**src/rtl/baccarat_pkg.sv**
```systemverilog
// -----------------------------------------------------------------------------
// baccarat_pkg
// Shared types and constants for the baccarat round controller.
//   card_t          : 4-bit card code (1=A, 2..10, 11=J, 12=Q, 13=K, 0=empty)
//   score_t         : 4-bit hand score 0..9
//   dealer_state_t  : round sequencing states
//   card_value()    : baccarat point value of a card code
// -----------------------------------------------------------------------------
package baccarat_pkg;

  typedef logic [3:0] card_t;
  typedef logic [3:0] score_t;

  typedef enum logic [3:0] {
    DEAL_P1    = 4'd0,
    DEAL_D1    = 4'd1,
    DEAL_P2    = 4'd2,
    DEAL_D2    = 4'd3,
    CHECK_NAT  = 4'd4,
    DEAL_P3    = 4'd5,
    CHECK_BANK = 4'd6,
    DEAL_D3    = 4'd7,
    RESULT     = 4'd8
  } dealer_state_t;

  localparam card_t  CARD_EMPTY    = 4'd0;
  localparam card_t  CARD_FACE_MIN = 4'd10;  // 10, J, Q, K are worth nothing
  localparam score_t NATURAL_MIN   = 4'd8;   // 8 or 9 on two cards ends the round
  localparam score_t DRAW_MAX      = 4'd5;   // highest total that still draws

  // Point value of one card; an empty slot contributes nothing.
  function automatic score_t card_value(input card_t c);
    return (c >= CARD_FACE_MIN) ? 4'd0 : c;
  endfunction

endpackage

```
**src/rtl/baccarat_draw_rules.sv**
```systemverilog
// -----------------------------------------------------------------------------
// baccarat_draw_rules
// Banker third-card tableau, purely combinational.
// Ports:
//   dscore      : banker two-card score 0..9
//   pcard3      : player's third card code (ignored when player_drew=0)
//   player_drew : 1 when the player took a third card
//   banker_draw : 1 when the banker must take a third card
// -----------------------------------------------------------------------------
module baccarat_draw_rules
  import baccarat_pkg::*;
(
  input  logic [3:0] dscore,
  input  logic [3:0] pcard3,
  input  logic       player_drew,
  output logic       banker_draw
);

  score_t p3v;

  always_comb begin
    // NOTE: every output gets a default first so no path leaves it unassigned,
    // which would otherwise infer a latch.
    banker_draw = 1'b0;
    p3v         = card_value(pcard3);

    if (!player_drew) begin
      // Player stood: banker follows the same 0..5 draw rule as the player.
      banker_draw = (dscore <= DRAW_MAX);
    end else begin
      unique case (dscore)
        4'd0, 4'd1, 4'd2: banker_draw = 1'b1;
        4'd3:             banker_draw = (p3v != 4'd8);
        4'd4:             banker_draw = (p3v >= 4'd2) && (p3v <= 4'd7);
        4'd5:             banker_draw = (p3v >= 4'd4) && (p3v <= 4'd7);
        4'd6:             banker_draw = (p3v >= 4'd6) && (p3v <= 4'd7);
        default:          banker_draw = 1'b0;  // 7 stands; 8..9 never get here
      endcase
    end
  end

endmodule

```
**src/rtl/baccarat_hand_scorer.sv**
```systemverilog
// -----------------------------------------------------------------------------
// baccarat_hand_scorer
// Combinational hand scorer: (v1 + v2 + v3) mod 10.
// Ports:
//   c1, c2, c3 : card codes of one hand (0 = empty slot)
//   score      : hand score 0..9
// -----------------------------------------------------------------------------
module baccarat_hand_scorer
  import baccarat_pkg::*;
(
  input  logic [3:0] c1,
  input  logic [3:0] c2,
  input  logic [3:0] c3,
  output logic [3:0] score
);

  logic [4:0] sum;  // three values of at most 9 each -> 27 max

  always_comb begin
    sum = {1'b0, card_value(c1)} + {1'b0, card_value(c2)} + {1'b0, card_value(c3)};
    // The sum never reaches 30, so two conditional subtractions replace a divider.
    if (sum >= 5'd20) begin
      score = 4'(sum - 5'd20);
    end else if (sum >= 5'd10) begin
      score = 4'(sum - 5'd10);
    end else begin
      score = sum[3:0];
    end
  end

endmodule

```
**src/rtl/baccarat_dealer_ctrl.sv**
```systemverilog
// -----------------------------------------------------------------------------
// baccarat_dealer_ctrl
// Sequences one baccarat round: deals player/dealer/player/dealer from a
// valid/ack card source, applies natural and third-card rules, then flags the
// winner. Hand scores are combinational from the six card registers.
//
// Parameters:
//   STEP_GATED  1: a transfer needs step=1 and card_valid=1
//               0: card_valid alone suffices (fast simulation mode)
// Compile-time option:
//   BACCARAT_AUTO_REDEAL_EN  when defined, a step pulse in RESULT clears the
//                            table and restarts at DEAL_P1; otherwise RESULT
//                            is held until resetb.
// Ports:
//   slow_clock, resetb   deal clock, async active-low reset
//   step                 one-cycle advance pulse
//   card_valid, card_in  card source (card_in 0 is never accepted)
//   card_ack             high in the cycle a card is consumed
//   pcard1..3, dcard1..3 player / dealer card registers, 0 = empty
//   pscore, dscore       hand scores 0..9
//   player_win, dealer_win  outcome, both high on a tie
//   done                 round complete
// -----------------------------------------------------------------------------
module baccarat_dealer_ctrl
  import baccarat_pkg::*;
#(
  parameter bit STEP_GATED = 1'b1
)
(
  input  logic       slow_clock,
  input  logic       resetb,
  input  logic       step,
  input  logic       card_valid,
  input  logic [3:0] card_in,
  output logic       card_ack,
  output logic [3:0] pcard1,
  output logic [3:0] pcard2,
  output logic [3:0] pcard3,
  output logic [3:0] dcard1,
  output logic [3:0] dcard2,
  output logic [3:0] dcard3,
  output logic [3:0] pscore,
  output logic [3:0] dscore,
  output logic       player_win,
  output logic       dealer_win,
  output logic       done
);

  dealer_state_t state_q, state_d;
  logic          in_deal;
  logic          banker_draw;
  logic          player_drew;
  logic          redeal;

  // ---------------------------------------------------------------------------
  // Scoring and tableau
  // ---------------------------------------------------------------------------
  baccarat_hand_scorer u_player_score (
    .c1    (pcard1),
    .c2    (pcard2),
    .c3    (pcard3),
    .score (pscore)
  );

  baccarat_hand_scorer u_dealer_score (
    .c1    (dcard1),
    .c2    (dcard2),
    .c3    (dcard3),
    .score (dscore)
  );

  // Codes are never 0 once dealt, so a filled pcard3 means the player drew.
  assign player_drew = (pcard3 != CARD_EMPTY);

  baccarat_draw_rules u_draw_rules (
    .dscore      (dscore),
    .pcard3      (pcard3),
    .player_drew (player_drew),
    .banker_draw (banker_draw)
  );

  // ---------------------------------------------------------------------------
  // FSM: state register
  // ---------------------------------------------------------------------------
  always_ff @(posedge slow_clock or negedge resetb) begin
    // NOTE: clocked blocks use non-blocking (<=) so every register samples
    // pre-edge values regardless of statement order.
    if (!resetb) begin
      state_q <= DEAL_P1;
    end else begin
      state_q <= state_d;
    end
  end

  // ---------------------------------------------------------------------------
  // FSM: next-state logic
  // ---------------------------------------------------------------------------
  always_comb begin
    state_d = state_q;
    unique case (state_q)
      DEAL_P1: if (card_ack) state_d = DEAL_D1;
      DEAL_D1: if (card_ack) state_d = DEAL_P2;
      DEAL_P2: if (card_ack) state_d = DEAL_D2;
      DEAL_D2: if (card_ack) state_d = CHECK_NAT;
      CHECK_NAT: begin
        if ((pscore >= NATURAL_MIN) || (dscore >= NATURAL_MIN)) begin
          state_d = RESULT;
        end else if (pscore <= DRAW_MAX) begin
          state_d = DEAL_P3;
        end else begin
          state_d = CHECK_BANK;  // player stands, pcard3 stays empty
        end
      end
      DEAL_P3:    if (card_ack) state_d = CHECK_BANK;
      CHECK_BANK: state_d = banker_draw ? DEAL_D3 : RESULT;
      DEAL_D3:    if (card_ack) state_d = RESULT;
      RESULT:     if (redeal) state_d = DEAL_P1;
      default:    state_d = DEAL_P1;
    endcase
  end

  // ---------------------------------------------------------------------------
  // FSM: output logic
  // ---------------------------------------------------------------------------
  always_comb begin
    in_deal  = state_q inside {DEAL_P1, DEAL_D1, DEAL_P2, DEAL_D2, DEAL_P3, DEAL_D3};
    // A zero code is refused outright so an empty slot can never be "dealt".
    card_ack = in_deal && card_valid && (card_in != CARD_EMPTY) && (step || !STEP_GATED);
`ifdef BACCARAT_AUTO_REDEAL_EN
    redeal   = (state_q == RESULT) && step;
`else
    redeal   = 1'b0;
`endif
  end

  // ---------------------------------------------------------------------------
  // Card registers: the slot is selected by the state the transfer happens in.
  // ---------------------------------------------------------------------------
  always_ff @(posedge slow_clock or negedge resetb) begin
    // NOTE: only six small registers, and they drive the display directly, so
    // all of them are reset rather than relying on a valid flag.
    if (!resetb) begin
      pcard1 <= CARD_EMPTY;
      pcard2 <= CARD_EMPTY;
      pcard3 <= CARD_EMPTY;
      dcard1 <= CARD_EMPTY;
      dcard2 <= CARD_EMPTY;
      dcard3 <= CARD_EMPTY;
    end else if (redeal) begin
      pcard1 <= CARD_EMPTY;
      pcard2 <= CARD_EMPTY;
      pcard3 <= CARD_EMPTY;
      dcard1 <= CARD_EMPTY;
      dcard2 <= CARD_EMPTY;
      dcard3 <= CARD_EMPTY;
    end else if (card_ack) begin
      unique case (state_q)
        DEAL_P1: pcard1 <= card_in;
        DEAL_D1: dcard1 <= card_in;
        DEAL_P2: pcard2 <= card_in;
        DEAL_D2: dcard2 <= card_in;
        DEAL_P3: pcard3 <= card_in;
        DEAL_D3: dcard3 <= card_in;
        default: ;
      endcase
    end
  end

  // ---------------------------------------------------------------------------
  // Outcome: captured on the first RESULT clock, once the last dealt card is
  // already reflected in the scores; done then blocks any re-capture.
  // ---------------------------------------------------------------------------
  always_ff @(posedge slow_clock or negedge resetb) begin
    if (!resetb) begin
      player_win <= 1'b0;
      dealer_win <= 1'b0;
      done       <= 1'b0;
    end else if (redeal) begin
      player_win <= 1'b0;
      dealer_win <= 1'b0;
      done       <= 1'b0;
    end else if ((state_q == RESULT) && !done) begin
      player_win <= (pscore >= dscore);
      dealer_win <= (dscore >= pscore);
      done       <= 1'b1;
    end
  end

  a_done_only_in_result : assert property (
    @(posedge slow_clock) disable iff (!resetb) done |-> (state_q == RESULT)
  );

endmodule
```
**config.mk**
```make
export PLATFORM = sky130hd
export DESIGN_NAME = baccarat_dealer_ctrl
export DESIGN_NICKNAME = d
export VERILOG_FILES = /design/src/rtl/baccarat_pkg.sv /design/src/rtl/baccarat_draw_rules.sv /design/src/rtl/baccarat_hand_scorer.sv /design/src/rtl/baccarat_dealer_ctrl.sv
export SDC_FILE = /design/constraint.sdc
export NUM_CORES = 1
export LEC_CHECK = 0
export ABC_AREA = 1
export CORE_MARGIN = 8
export CORE_UTILIZATION = 50
export CTS_CLUSTER_SIZE = 25
export DETAILED_ROUTE_END_ITERATION = 10
export PLACE_DENSITY = 0.76
export SLEW_MARGIN = 20
export SYNTH_ARGS = -nofsm -noshare
export SYNTH_HDL_FRONTEND = slang
export SYNTH_SLANG_ARGS = --single-unit
```
**constraint.sdc**
```tcl
create_clock -name slow_clock -period 4.35 [get_ports slow_clock]
set_input_delay 0.87 -clock slow_clock [delete_from_list [all_inputs] [get_ports slow_clock]]
set_output_delay 0.87 -clock slow_clock [all_outputs]
set_load 0.01 [all_outputs]
```
Yosys cells after proc, flatten, opt, wreduce, memory -nomap -nowiden
Cells that the tools add are included.
W data, S select, Z words.
{"block": "classes", "div_mod_pow": 0, "n_shift": 0, "reduce_logical": 22, "add_sub_neg": 8, "n_mul": 0, "mux": 22, "bitwise_logic": 1, "magnitude_cmp": 20, "n_eq_ne": 21}
{"cell": "$mux W4", "count": 18}
{"cell": "$pmux W4 S9", "count": 1}
{"cell": "$ge A4 B4 Y1 const B", "count": 8}
{"cell": "$eq A4 B3 Y1 const B", "count": 7}
{"cell": "$eq A4 B2 Y1 const B", "count": 4}
{"cell": "$le A4 B3 Y1 const B", "count": 3}
{"cell": "$ne A2 B2 Y1 const B", "count": 6}
{"cell": "$reduce_and A2 Y1", "count": 6}
{"cell": "$add A4 B4 Y5", "count": 2}
{"cell": "$add A5 B4 Y5", "count": 2}
{"cell": "$ge A5 B4 Y1 const B", "count": 2}
{"cell": "$ge A5 B5 Y1 const B", "count": 2}
{"cell": "$eq A4 B1 Y1 const B", "count": 2}
{"cell": "$ge A4 B3 Y1 const B", "count": 2}
{"cell": "$ge A4 B4 Y1", "count": 2}
{"cell": "$logic_not A4 Y1", "count": 2}
{"cell": "$reduce_bool A4 Y1", "count": 2}
{"cell": "$sub A4 B3 Y4 const B", "count": 2}
{"cell": "$sub A4 B4 Y4 const B", "count": 2}
{"cell": "$logic_and A1 B1 Y1", "count": 7}
{"cell": "$reduce_and A7 Y1", "count": 1}
{"cell": "$reduce_bool A6 Y1", "count": 1}
{"cell": "$pmux W1 S5", "count": 1}
{"cell": "$eq A4 B4 Y1 const B", "count": 1}
{"cell": "other kinds (8)", "count": 8}
{"block": "totals", "n_memories": 0, "inputBits": 8, "ramBits": 0, "mem_bits_ro": 0, "latchBits": 0, "output_inout_bits": 36, "word_cells": 104, "regBits": 31}

Logic depth before layout (Yosys ltp)
Gate-level depths: netlist of run 1.
{"block": "depth", "word_depth": 13, "depth_mapped": 24, "ltp_nobuf": 24}

Cells and area by module
From an unflattened synthesis of run 1, not the netlist that was laid out.
{"block": "unflattened", "hier_cells": 391, "area_unflattened_um2": 2675.1}
{"mod": "baccarat_dealer_ctrl", "seq_area_each_um2": 775.7, "cells_per_inst": 204, "n_inst": 1, "area_per_inst_um2": 1600.3}
{"mod": "baccarat_hand_scorer", "seq_area_each_um2": 0.0, "cells_per_inst": 84, "n_inst": 2, "area_per_inst_um2": 496.7}
{"mod": "baccarat_draw_rules", "seq_area_each_um2": 0.0, "cells_per_inst": 19, "n_inst": 1, "area_per_inst_um2": 81.3}

Worst setup path before layout of run 1
OpenSTA, ideal clock, no wires.
{"block": "synth_path", "path_type": "register to register", "from": "register dcard1[2]", "to": "register player_win", "required_ns": 4.263, "setup_slack_ns": 0.494, "arrival_ns": 3.769, "n_path_buf": 0, "period_less_slack_ns": 3.856, "setup_time_ns": 0.087, "path_stages_with_launch": 23, "cell_sequence": "dfrtp_1 o21ai_0 nand2_1 inv_1 fa_1 ha_1 fa_1 inv_1 ha_1 nand2_1 inv_1 o21ai_4 nand3_4 nand2_1 nand3_1 nand2_2 inv_2 ha_1 nand2_1 inv_1 a221oi_1 inv_1 a22oi_1"}
{"block": "synth_via", "elab_chain_len": 8, "elab_cells_between_ends": 11, "cone_classes": "add/sub (4); order compare (4); mux (3)"}
{"item": "from (decl)", "line_no": "baccarat_dealer_ctrl.sv:39", "text": "output logic [3:0] dcard1,"}
{"item": "from (signal assigned)", "line_no": "baccarat_dealer_ctrl.sv:159", "text": "DEAL_D1: dcard1 <= card_in;"}
{"item": "$ge A4 B4 Y1", "line_no": "baccarat_pkg.sv:33", "text": "return (c >= CARD_FACE_MIN) ? 4'd0 : c;"}
{"item": "$mux W4 *", "line_no": "baccarat_pkg.sv:33"}
{"item": "$add A4 B4 Y5 *", "line_no": "baccarat_hand_scorer.sv:20", "text": "sum = {1'b0, card_value(c1)} + {1'b0, card_value(c2)} + {1'b0, card_value(c3)};"}
{"item": "$add A5 B4 Y5 *", "line_no": "baccarat_hand_scorer.sv:20"}
{"item": "$sub A4 B4 Y4 / $ge A5 B4 Y1 (equally long branches)", "line_no": "baccarat_hand_scorer.sv:25, baccarat_hand_scorer.sv:24"}
{"item": "$mux W4", "line_no": "baccarat_hand_scorer.sv:24", "text": "end else if (sum >= 5'd10) begin"}
{"item": "$mux W4 *", "line_no": "baccarat_hand_scorer.sv:22", "text": "if (sum >= 5'd20) begin"}
{"item": "named net dscore[3]", "line_no": "baccarat_dealer_ctrl.sv:43", "text": "output logic [3:0] dscore,"}
{"item": "$ge A4 B4 Y1 *", "line_no": "baccarat_dealer_ctrl.sv:183", "text": "player_win <= (pscore >= dscore);"}
{"item": "to (signal assigned)", "line_no": "baccarat_dealer_ctrl.sv:183"}
{"item": "to (decl)", "line_no": "baccarat_dealer_ctrl.sv:44", "text": "output logic player_win,"}
Mark *: on every way through the listed nets, which the timed path passes. The rest lies on a longest branch.
A chain may end at the register's enable or synchronous reset.

Worst setup path in the final report of run 1
{"block": "layout_path", "from": "register pcard3[2]", "to": "output port pscore[2]"}
{"block": "layout_via", "elab_chain_len": 6, "elab_cells_between_ends": 9, "cone_classes": "add/sub (3); order compare (3); mux (3)"}
{"item": "from (decl)", "line_no": "baccarat_dealer_ctrl.sv:38", "text": "output logic [3:0] pcard3,"}
{"item": "from (signal assigned)", "line_no": "baccarat_dealer_ctrl.sv:162", "text": "DEAL_P3: pcard3 <= card_in;"}
{"item": "$ge A4 B4 Y1", "line_no": "baccarat_pkg.sv:33"}
{"item": "$mux W4 *", "line_no": "baccarat_pkg.sv:33"}
{"item": "$add A5 B4 Y5 *", "line_no": "baccarat_hand_scorer.sv:20"}
{"item": "$sub A4 B4 Y4 / $ge A5 B4 Y1 (equally long branches)", "line_no": "baccarat_hand_scorer.sv:25, baccarat_hand_scorer.sv:24"}
{"item": "$mux W4", "line_no": "baccarat_hand_scorer.sv:24"}
{"item": "$mux W4 *", "line_no": "baccarat_hand_scorer.sv:22"}
{"item": "to (decl)", "line_no": "baccarat_dealer_ctrl.sv:42", "text": "output logic [3:0] pscore,"}
Mark *: on every way between the ends. The rest lies on a longest branch, timed or not.

==> results by group, run 1 <==
Power
  • Sequential power share: 0.524
  • Sw frac: 0.202
  • VDD IR max: 0.177 mV
  • Internal: 439 uW
  • Sw Pwr: 111 uW
  • PD cells: 167 nW/um^2
  • Leakage: 1.72 nW
  • Gate power share: 0.031
  • Clk pwr share: 0.444

Clock tree
  • Root Buffer: clkbuf_8
  • Latest clock arrival within the worst-skew pair: 0.28 ns
  • CTS Buffer Depth: 2
  • Clock tree from TritonCTS: done
  • Num CTS Buffers: 5
  • Clock sink total: 31
  • Reg clk slew, reported paths: 0.06 ns
  • # H-tree levels: 2

Worst setup path
  • CP Capture Type: primary output
  • Crit Path Class: flop to primary output
  • Worst-path fanout max: 6
  • Worst endpoint data arrival time: 3.31 ns
  • Worst Setup Start Kind: flop
  • WP data required: 3.48 ns

Timing
  • Max Clock Skew: 0.00534 ns
  • Final period demand of the worst path: 4.18 ns
  • Fmax: 239 MHz
  • Final Hold Vio Count: 0
  • Hold WS: 0.474 ns
  • Worst-Margin Slew: 0.390 ns
  • Final period utilization: 0.961
  • Final Max Slew Viols: 0
  • Final worst slack: 0.169 ns
  • # setup viols final: 0
  • Slew headroom: 0.740

Routing
  • Via density per instance: 4.92
  • Detail Route Antenna Nets: 0
  • Final WL: 6.36 mm
  • Via count: 2410
  • Post-DR wirelength/cell: 13.0 um
  • DRT iter0 DRCs: 104
  • DR pass1 iterations: 4
  • # DRC: 0

Synthesis
  • Dominant synthesized flop cell: dfrtp_1
  • YS warnings: 0
  • Post-synth EDFFs: 0
  • FFs w/ async S/R, synth: 1.00
  • Mapped Cells: 351
  • Seq cells post-synth: 31
  • Sequential share of the synthesized area: 0.308
  • Mapped Nets: 385
  • Avg Cell Area, Syn: 7.19 sq um
  • Post-Syn Area: 2520 sq um
  • Netlist cell types: 30

Flow run
  • Max capacitance violation total: 0

Placement
  • RePlAce Congestion: 0.853
  • PortBufs: 43
  • Dpl ws: -0.0135 ns
  • HPWL after detailed placement: 5.10 mm

Floorplan
  • Core outline area: 4980 sq um
  • Die span in y: 87.0 um
  • Initial Util: 0.507
  • Die W: 87.0 um
  • FP Rows: 26
  • Die footprint: 7570 sq um
  • Number of I/O pins: 44

Cells and area
  • Layout cell share with drive strength beyond 1: 0.179
  • Ant. Diodes: 0
  • Final Net Count: 453
  • Area growth from synthesis to layout: 30.4%
  • Fillers: 443

Global route
  • Grt ovf: 0
  • Initial antenna violation count: 0
  • Number of global-route vias before repair: 2350
  • First-pass GRT wire length: 10.7 mm
  • Pin count of the biggest net entering global routing: 32
  • Gr usage total: 0.179

Run status
  • Status: finished, final reports clean

Min path
  • Hold Path Class: flop to flop
[cell usage in the layout (no fill, tap or decap), types with 2 or more instances in the layout]
| master | n |
|---|---|
| a21oi_1 | 8 |
| nand3_2 | 8 |
| inv_1 | 56 |
| clkbuf_2 | 3 |
| o21ai_1 | 4 |
| nor2_2 | 4 |
| nand2_2 | 17 |
| buf_4 | 18 |
| ha_1 | 13 |
| clkbuf_8 | 7 |
| ha_2 | 3 |
| nor3_1 | 6 |
| nand4_1 | 3 |
| fa_1 | 10 |
| a22oi_1 | 2 |
| o21ai_0 | 26 |
| inv_2 | 7 |
| nand2_1 | 100 |
| clkdlybuf4s50_1 | 37 |
| nor2_1 | 23 |
| dfrtp_1 | 30 |
| nand3_1 | 16 |
[worst max-delay path, stage by stage (launching register included)]
cell and delay (ns):
dfrtp_1 0.39, nor2_2 0.15, inv_2 0.06, nand2_2 0.08, nand2_2 0.06, inv_2 0.05, fa_1 0.41, ha_2 0.21
fa_1 0.54, inv_2 0.08, ha_2 0.17, inv_1 0.04, nor2_1 0.03, o21ai_1 0.17, buf_4 0.14, nand3_1 0.07
nand2_1 0.07, nand2_2 0.06, nand2_2 0.09, inv_1 0.04, buf_2 0.13
[state kept, by name (all words and copies together), names as in the netlist]
name / cells
pcard2: 4
dcard1: 4
pcard1: 4
dcard2: 4
pcard3: 4
dcard3: 4
state_q: 4
player_win: 1
dealer_win: 1
done: 1
[synthesized netlist by cell type (2+ instances only)]
master	n	share of area
nand3_1	16	0.032
ha_1	16	0.079
nand2_2	10	0.025
a22oi_1	2	0.0060
nand2_1	107	0.16
nor3_1	6	0.012
nand4_1	3	0.0074
fa_1	10	0.079
nor2_2	2	0.0050
dfrtp_1	31	0.31
o21ai_0	30	0.060
nor2_1	25	0.037
a21oi_1	8	0.016
inv_1	62	0.092
nand3_2	8	0.032
[cells by family (layout without fill, tap and decap cells)]
logic type	after synthesis	in the layout	synth area share
simple gates	183	183	0.331
flops	31	31	0.308
buf+inv	63	132	0.0937
xor+xnor	1	1	0.00347
fa+ha+maj	26	26	0.159
compound gates	47	47	0.106
[stage by stage]
| step | area [sq um] | std cells | utilization | total power [mW] | TNS (ns) |
|---|---|---|---|---|---|
| 2_1_floorplan | 2520 | 351 | - | 0.297 | 0 |
| 3_3_place_gp | 3120 | 475 | 0.627 | 0.311 | 0 |
| 3_5_place_dp | 3120 | 475 | 0.627 | 0.311 | -0.0135 |
| 4_1_cts | 3240 | 485 | 0.652 | 0.556 | 0 |
| 5_1_grt | 3290 | 490 | 0.661 | 0.570 | -0.0185 |
| 6_report | 3290 | 490 | 0.661 | 0.550 | 0 |
[layer usage]
layer | part of all wire | up-vias | GRT usage
met4 | 0.0085 | 0 | 0.0469
met5 | 0 | - | 0
met1 | 0.44 | 1115 | 0.212
met2 | 0.50 | 51 | 0.314
li1 | - | 1240 | -
met3 | 0.047 | 4 | 0.0415
[power by group through the flow]
stage	combinational, mW	clock [mW]	sequential (mW)
2_1_floorplan	0.00285	0	0.294
3_3_place_gp	0.0177	0	0.294
3_5_place_dp	0.0177	0	0.294
4_1_cts	0.0177	0.250	0.288
5_1_grt	0.0200	0.262	0.288
6_report	0.0172	0.244	0.288
[worst paths after layout]
| check | cells after the start | slack, ns | from | end |
|---|---|---|---|---|
| max | 20 | 0.17 | pcard3[2]$_DFFE_PN0P_ | pscore[2] |
| min | 2 | 0.47 | done$_DFFE_PN0P_ | done$_DFFE_PN0P_ |
| max reg2reg | 22 | 0.37 | dcard1[1]$_DFFE_PN0P_ | player_win$_DFFE_PN0P_ |
| min reg2reg | 2 | 0.47 | done$_DFFE_PN0P_ | done$_DFFE_PN0P_ |
| max in group asynchronous | 2 | 3.04 | resetb | dcard1[3]$_DFFE_PN0P_ |
| min in group asynchronous | 2 | 1.00 | resetb | done$_DFFE_PN0P_ |
[timing repair]
item,CTS,global route
hold buffers,0,0
endpoints found under the setup margin,6,6
buffers inserted,2,5
gates resized for setup,15,25
pin swaps,5,15
[area by class of cell]
cell class	count	area (sq um)	area share
Timing Repair Buffer	61	544	0.165
Inverter	63	236	0.0719
Sequential cell	31	777	0.236
Clock buffer	8	100	0.0304
Multi-Input combinational cell	257	1540	0.469
Tap cell	70	87.6	0.0266
(Power assumes the default switching activity.)
==> run 2: changes to the inputs <==
Settings changed: CORE_MARGIN 8 to 3.
==> run 2 against run 1 <==
Sequential power hardly changed. Sequential cell count stayed put. Power is 8.8% higher. Cell area is 0.68% higher. Clock-buffer cell count is 2 lower. Hold slack better by 0.027 ns. Non-clock buffer count is 4 higher. Maximum frequency is 0.57% lower. Sequential share of layout area is 0.20 points lower. Critical endpoint is now dscore[2].
==> results by group, run 2 (synthesized netlist as in run 1, its figures left out) <==
Clock tree
  • Latest clock arrival within the worst-skew pair: 0.28 ns (about the same)
  • Root Buffer: clkbuf_8 (unchanged)
  • Reg clk slew, reported paths: 0.07 ns (was 0.06 ns)
  • Clock sink total: 31 (unchanged)
  • CTS Buffer Depth: 2 (unchanged)
  • Hold Buf Count CTS: 0 (unchanged)
  • # H-tree levels: 2 (unchanged)
  • Num CTS Buffers: 5 (unchanged)
  • Clock tree from TritonCTS: done (unchanged)

Timing
  • Setup TNS: 0 ns (unchanged)
  • Slew headroom: 0.741 (was 0.740)
  • Fmax: 238 MHz (was 239 MHz)
  • Final period demand of the worst path: 4.21 ns (was 4.18 ns)
  • Final period utilization: 0.967 (was 0.961)
  • Worst-Margin Slew: 0.388 ns (was 0.390 ns)
  • Hold WS: 0.501 ns (was 0.474 ns)
  • Final Max Slew Viols: 0 (unchanged)
  • Final worst slack: 0.145 ns (was 0.169 ns)
  • Max Clock Skew: 0.00450 ns (was 0.00534 ns)
  • RSZ-0062 raised after global routing: false
  • # setup viols final: 0 (unchanged)
  • Final Hold Vio Count: 0 (unchanged)

Worst setup path
  • CP Capture Type: primary output (unchanged)
  • Worst-path fanout max: 4 (was 6)
  • Reg-to-Reg Start: dcard1[1]$_DFFE_PN0P_ (unchanged)
  • Reg2reg end: player_win$_DFFE_PN0P_ (unchanged)
  • Worst Setup Start Kind: flop (unchanged)
  • Worst endpoint data arrival time: 3.34 ns (was 3.31 ns)
  • WP data required: 3.48 ns (about the same)
  • Crit Path Class: flop to primary output (unchanged)
  • R2R cell count: 22 (unchanged)
  • R2R setup slack: 0.33 ns (was 0.37 ns)

Global route
  • Initial antenna violation count: 0 (unchanged)
  • Number of global-route vias before repair: 2375 (was 2350)
  • Gr usage total: 0.221 (was 0.179)
  • Grt ovf: 0 (unchanged)
  • Pin count of the biggest net entering global routing: 32 (unchanged)
  • First-pass GRT wire length: 10.7 mm (about the same)

Min path
  • Hold Path Sink: done$_DFFE_PN0P_ (unchanged)
  • Hold depth: 2 (unchanged)
  • Worst hold start: done$_DFFE_PN0P_ (unchanged)
  • Hold Path Class: flop to flop (unchanged)

Cells and area
  • Util after Layout: 0.692 (was 0.661)
  • Layout cell share with drive strength beyond 1: 0.163 (was 0.179)
  • Commonest non-fill, non-tap cell in the layout: nand2_1 (unchanged)
  • Ant. Diodes: 0 (unchanged)
  • Final Net Count: 457 (was 453)
  • Finished Cell Area: 3310 sq um (was 3290 sq um)
  • Area growth from synthesis to layout: 31.3% (was 30.4%)
  • Final non-filler cell total: 491 (was 490)
  • Fillers: 396 (was 443)
  • Most frequent cells in the layout: nand2_1, inv_1, clkdlybuf4s50_1, dfrtp_1, o21ai_0 (unchanged)

Routing
  • Via count: 2464 (was 2410)
  • Detail Route Antenna Nets: 0 (unchanged)
  • Via density per instance: 5.02 (was 4.92)
  • # DRC: 0 (unchanged)
  • DR pass1 iterations: 5 (was 4)
  • Final WL: 6.35 mm (was 6.36 mm)
  • DRT iter0 DRCs: 109 (was 104)
  • Post-DR wirelength/cell: 12.9 um (was 13.0 um)

Floorplan
  • Die span in y: 77.0 um (was 87.0 um)
  • Number of I/O pins: 44 (unchanged)
  • Core outline area: 4790 sq um (was 4980 sq um)
  • Die footprint: 5930 sq um (was 7570 sq um)
  • Initial Util: 0.527 (was 0.507)
  • Die W: 77.0 um (was 87.0 um)
  • FP Rows: 25 (was 26)

Placement
  • PortBufs: 43 (unchanged)
  • Placed inst area: 3120 sq um (about the same)
  • Dpl ws: 0.00167 ns (was -0.0135 ns)
  • Inst Count DP: 472 (was 475)
  • RePlAce Congestion: 0.868 (was 0.853)
  • HPWL after detailed placement: 4.82 mm (was 5.10 mm)

Power
  • VDD IR max: 0.234 mV (was 0.177 mV)
  • Leakage: 1.75 nW (was 1.72 nW)
  • Pwr Total: 599 uW (was 550 uW)
  • PD cells: 181 nW/um^2 (was 167 nW/um^2)

Flow run
  • Max capacitance violation total: 0 (unchanged)

Run status
  • Status: finished, final reports clean (unchanged)
==> run 2: cell types whose count changed in the layout (fill, tap and decap cells not counted), sizes merged <==
cell,before,now
buf,19,22
bufinv,0,1
clkdlybuf4s15,1,0
clkinv,0,1
==> run 2: how the worst max path moves through the flow <==
| stage | from | endpoint | cells after the start |
|---|---|---|---|
| 2_1_floorplan | dcard1[2]$_DFFE_PN0P_ | player_win$_DFFE_PN0P_ | 22 |
| 3_3_place_gp | pcard3[2]$_DFFE_PN0P_ | pscore[2] | 20 |
| 3_5_place_dp | pcard3[2]$_DFFE_PN0P_ | pscore[2] | 20 |
| 4_1_cts | pcard3[2]$_DFFE_PN0P_ | pscore[2] | 20 |
| 5_1_grt | dcard1[1]$_DFFE_PN0P_ | dscore[2] | 17 |
| 6_report | dcard1[1]$_DFFE_PN0P_ | dscore[2] | 17 |
==> run 2: area by class of cell <==
cell class / instances / area (sq um) / area share
repair buffers: 65 / 569 / 0.172
well taps: 67 / 83.8 / 0.0253
clock inverters: 2 / 35.0 / 0.0106
multi-input cells: 257 / 1530 / 0.462
clock buffers: 6 / 82.6 / 0.0249
inverters: 63 / 236 / 0.0714
flip-flops and latches: 31 / 776 / 0.234
==> run 2: routing by layer <==
metal | GRT usage | wire [um]
met3 | 0.0411 | 263
met5 | 0 | 0
met2 | 0.385 | 3030
met1 | 0.282 | 2970
met4 | 0.0587 | 86
==> run 2: timing repair <==
action                     CTS  global route
setup buffers                1            10
resized for setup           13            13
pin swaps                    1            12
setup endpoints to repair    6             6
==> run 2: critical path, stage by stage, from the launching register on <==
cell and delay, ns:
dfrtp_1 0.39, o21ai_2 0.15, nand2_1 0.07, inv_1 0.08, fa_1 0.41, ha_2 0.21
fa_1 0.58, inv_2 0.07, ha_1 0.20, nand2_1 0.06, inv_1 0.07, o21ai_4 0.20
buf_4 0.14, nand2_1 0.04, nand3_1 0.09, nand2_2 0.08, inv_1 0.08, clkbuf_2 0.14
==> run 2: report_power, final <==
part	leakage [nW]	switching, mW	internal, mW	total (mW)
clock network	0.0612	0.108	0.185	0.293
logic	1.28	0.0106	0.00662	0.0172
registers	0.412	0	0.288	0.288
total	1.75	0.119	0.480	0.599
==> run 3: changes to the inputs <==
Settings changed: ABC_AREA 1 to default, RECOVER_POWER from default to 100.
==> run 3 against run 2 <==
The flow now finishes with violations (capacitance limit, slew limit). Hold slack lost 0.012 ns. Maximum frequency is 1.8% lower. Global-route usage rose by 0.59 points. Cell count shrank 15%. First-iteration DRC count decreased by 15%. Synthesized cell count fell by 24%. Sequential share of layout area is 1.1 points lower. Non-clock buffer count is 17 higher. Sequential cell count unchanged. Cell area rose by 5.7%. Critical path depth fell by 3. Critical path type unchanged.
==> results by group, run 3 <==
Run status
  • Status: finished with violations (was finished, final reports clean)
  • Failing checks: capacitance limit, slew limit

Worst setup path
  • Reg-to-Reg Start: dcard2[3]$_DFFE_PN0P_ (was dcard1[1]$_DFFE_PN0P_)
  • Worst setup path startpoint: pcard1[2]$_DFFE_PN0P_ (was dcard1[1]$_DFFE_PN0P_)
  • WP data required: 3.48 ns (about the same)
  • Worst-path fanout max: 6 (was 4)
  • CP Capture Type: primary output (unchanged)
  • Crit Path Class: flop to primary output (unchanged)
  • Worst Setup Start Kind: flop (unchanged)
  • Worst endpoint data arrival time: 3.41 ns (was 3.34 ns)

Placement
  • PortBufs: 43 (unchanged)
  • HPWL after detailed placement: 4.82 mm (about the same)
  • Inst Count DP: 394 (was 472)
  • Dpl ws: -0.0116 ns (was 0.00167 ns)
  • RePlAce Congestion: 0.929 (was 0.868)

Floorplan
  • Die W: 77.2 um (was 77.0 um)
  • Die footprint: 5970 sq um (was 5930 sq um)
  • Initial Util: 0.527 (about the same)
  • Number of I/O pins: 44 (unchanged)
  • Die span in y: 77.2 um (was 77.0 um)
  • Core outline area: 4820 sq um (was 4790 sq um)
  • FP Rows: 25 (unchanged)

Clock tree
  • Latest clock arrival within the worst-skew pair: 0.29 ns (was 0.28 ns)
  • Hold Buf Count CTS: 0 (unchanged)
  • CTS Buffer Depth: 2 (unchanged)
  • # H-tree levels: 2 (unchanged)
  • Clock tree from TritonCTS: done (unchanged)
  • Clock sink total: 31 (unchanged)
  • Root Buffer: clkbuf_8 (unchanged)
  • Reg clk slew, reported paths: 0.06 ns (was 0.07 ns)
  • Num CTS Buffers: 5 (unchanged)

Timing
  • RSZ-0062 raised after global routing: true (was false)
  • # setup viols final: 0 (unchanged)
  • Hold WS: 0.489 ns (was 0.501 ns)
  • Final Max Slew Viols: 32 (was 0)
  • Final Hold Vio Count: 0 (unchanged)
  • Final worst slack: 0.0693 ns (was 0.145 ns)
  • Worst-Margin Slew: 1.66 ns (was 0.388 ns)
  • Max Clock Skew: 0.00321 ns (was 0.00450 ns)
  • Final period utilization: 0.984 (was 0.967)
  • Fmax: 234 MHz (was 238 MHz)
  • Final period demand of the worst path: 4.28 ns (was 4.21 ns)
  • Slew headroom: -0.105 (was 0.741)

Routing
  • Via density per instance: 5.58 (was 5.02)
  • # DRC: 0 (unchanged)
  • DR pass1 iterations: 4 (was 5)
  • DRT iter0 DRCs: 93 (was 109)
  • Via count: 2331 (was 2464)
  • Post-DR wirelength/cell: 15.9 um (was 12.9 um)
  • Final WL: 6.65 mm (was 6.35 mm)
  • Detail Route Antenna Nets: 0 (unchanged)

Global route
  • First-pass GRT wire length: 10.9 mm (was 10.7 mm)
  • Pin count of the biggest net entering global routing: 32 (unchanged)
  • Number of global-route vias before repair: 2308 (was 2375)
  • Grt ovf: 0 (unchanged)
  • Initial antenna violation count: 0 (unchanged)
  • Gr usage total: 0.227 (was 0.221)

Synthesis
  • Area leader, netlist: dfrtp_1 (unchanged)
  • Post-Syn Area: 2540 sq um (was 2520 sq um)
  • Netlist cell types: 45 (was 30)
  • Seq cells post-synth: 31 (unchanged)
  • Mapped Cells: 266 (was 351)
  • YS warnings: 0 (unchanged)
  • FFs w/ async S/R, synth: 1.00 (unchanged)
  • Mapped Nets: 300 (was 385)
  • Synth top area share: 0.306 (was 0.308)
  • Top post-synthesis cells by area: dfrtp_1, mux2_2, fa_1 (was dfrtp_1, nand2_1, inv_1)
  • Most frequent cell after synthesis: dfrtp_1 (was nand2_1)
  • Synth top cells by count: dfrtp_1, mux2_2, nand2_1, ha_1, inv_1 (was nand2_1, inv_1, dfrtp_1, o21ai_0, nor2_1)
  • Post-synth EDFFs: 0 (unchanged)
  • Avg Cell Area, Syn: 9.54 sq um (was 7.19 sq um)
  • Dominant synthesized flop cell: dfrtp_1 (unchanged)
  • Sequential share of the synthesized area: 0.306 (was 0.308)

Flow run
  • Max capacitance violation total: 1 (was 0)

Min path
  • Hold Path Class: flop to flop (unchanged)
  • Worst hold start: done$_DFFE_PN0P_ (unchanged)

Cells and area
  • Most frequent cells in the layout: buf_4, dfrtp_1, clkdlybuf4s50_1, mux2_2 (was nand2_1, inv_1, clkdlybuf4s50_1, dfrtp_1, o21ai_0)
  • Commonest non-fill, non-tap cell in the layout: buf_4 (was nand2_1)
  • Util after Layout: 0.726 (was 0.692)
  • Area growth from synthesis to layout: 37.9% (was 31.3%)
  • Fillers: 366 (was 396)
  • Layout cell share with drive strength beyond 1: 0.296 (was 0.163)
  • Final non-filler cell total: 418 (was 491)
  • Ant. Diodes: 0 (unchanged)
  • Final Net Count: 384 (was 457)
==> run 3: per-layer routing <==
layer  wire length, um  vias up  global-route usage
met4               126        0              0.0836
met1              3030     1122               0.309
met5                 0        -                   0
met2              3180       72               0.366
met3               315       11              0.0340
li1                  -     1126                   -
==> run 3: cell families (layout without fill, tap and decap cells) <==
group / Yosys count / after routing / synth area share
flops: 31 / 31 / 0.306
mux: 28 / 28 / 0.124
xor+xnor: 6 / 6 / 0.0207
simple gates: 101 / 101 / 0.230
buf+inv: 21 / 106 / 0.0311
fa+ha+maj: 26 / 26 / 0.158
compound gates: 53 / 53 / 0.131
==> run 3: final cells by class <==
cell class | instances | area [sq um] | area share
clock inverters | 2 | 12.5 | 0.00358
inverters | 16 | 60.1 | 0.0172
repair buffers | 82 | 706 | 0.202
well taps | 67 | 83.8 | 0.0240
flip-flops and latches | 31 | 779 | 0.223
clock buffers | 6 | 72.6 | 0.0207
multi-input cells | 214 | 1790 | 0.510
==> run 3: worst max-delay path, stage by stage (launching register included) <==
cell and delay, ns:
dfrtp_1 0.42, o21ai_0 0.12, and2_1 0.19, fa_1 0.41
ha_2 0.21, fa_1 0.57, buf_6 0.13, ha_1 0.14
nand2b_1 0.07, nor3b_4 0.16, inv_1 0.06, a21oi_1 0.05
or3_1 0.32, o31ai_1 0.09, buf_2 0.18
==> run 3: repair_timing <==
| action | in CTS | in global routing |
|---|---|---|
| pin swaps | 6 | 10 |
| endpoints found under the hold margin | 0 | 0 |
| setup endpoints to repair | 6 | 7 |
| resized for setup | 24 | 23 |
| buffers inserted | 9 | 7 |
==> run 3: path summary, 6_finish.rpt <==
path	depth (start not counted)	to	slack (ns)
min reg2reg	1	done$_DFFE_PN0P_	0.49
max reg2reg	22	dealer_win$_DFFE_PN0P_	0.18
max in group asynchronous	2	pcard3[3]$_DFFE_PN0P_	1.72
max	14	pscore[2]	0.07
min	1	done$_DFFE_PN0P_	0.49
min in group asynchronous	2	dealer_win$_DFFE_PN0P_	1.55
==> run 3: through the flow <==
stage          instance area, sq um  setup TNS [ns]
5_1_grt                        3500          -0.211
3_3_place_gp                   3210               0
2_1_floorplan                  2540               0
6_report                       3500               0
4_1_cts                        3400               0
3_5_place_dp                   3210         -0.0222
Power of run 3 is not shown: default switching activity piles up to over one toggle a cycle in this logic, so the estimate is an artifact.
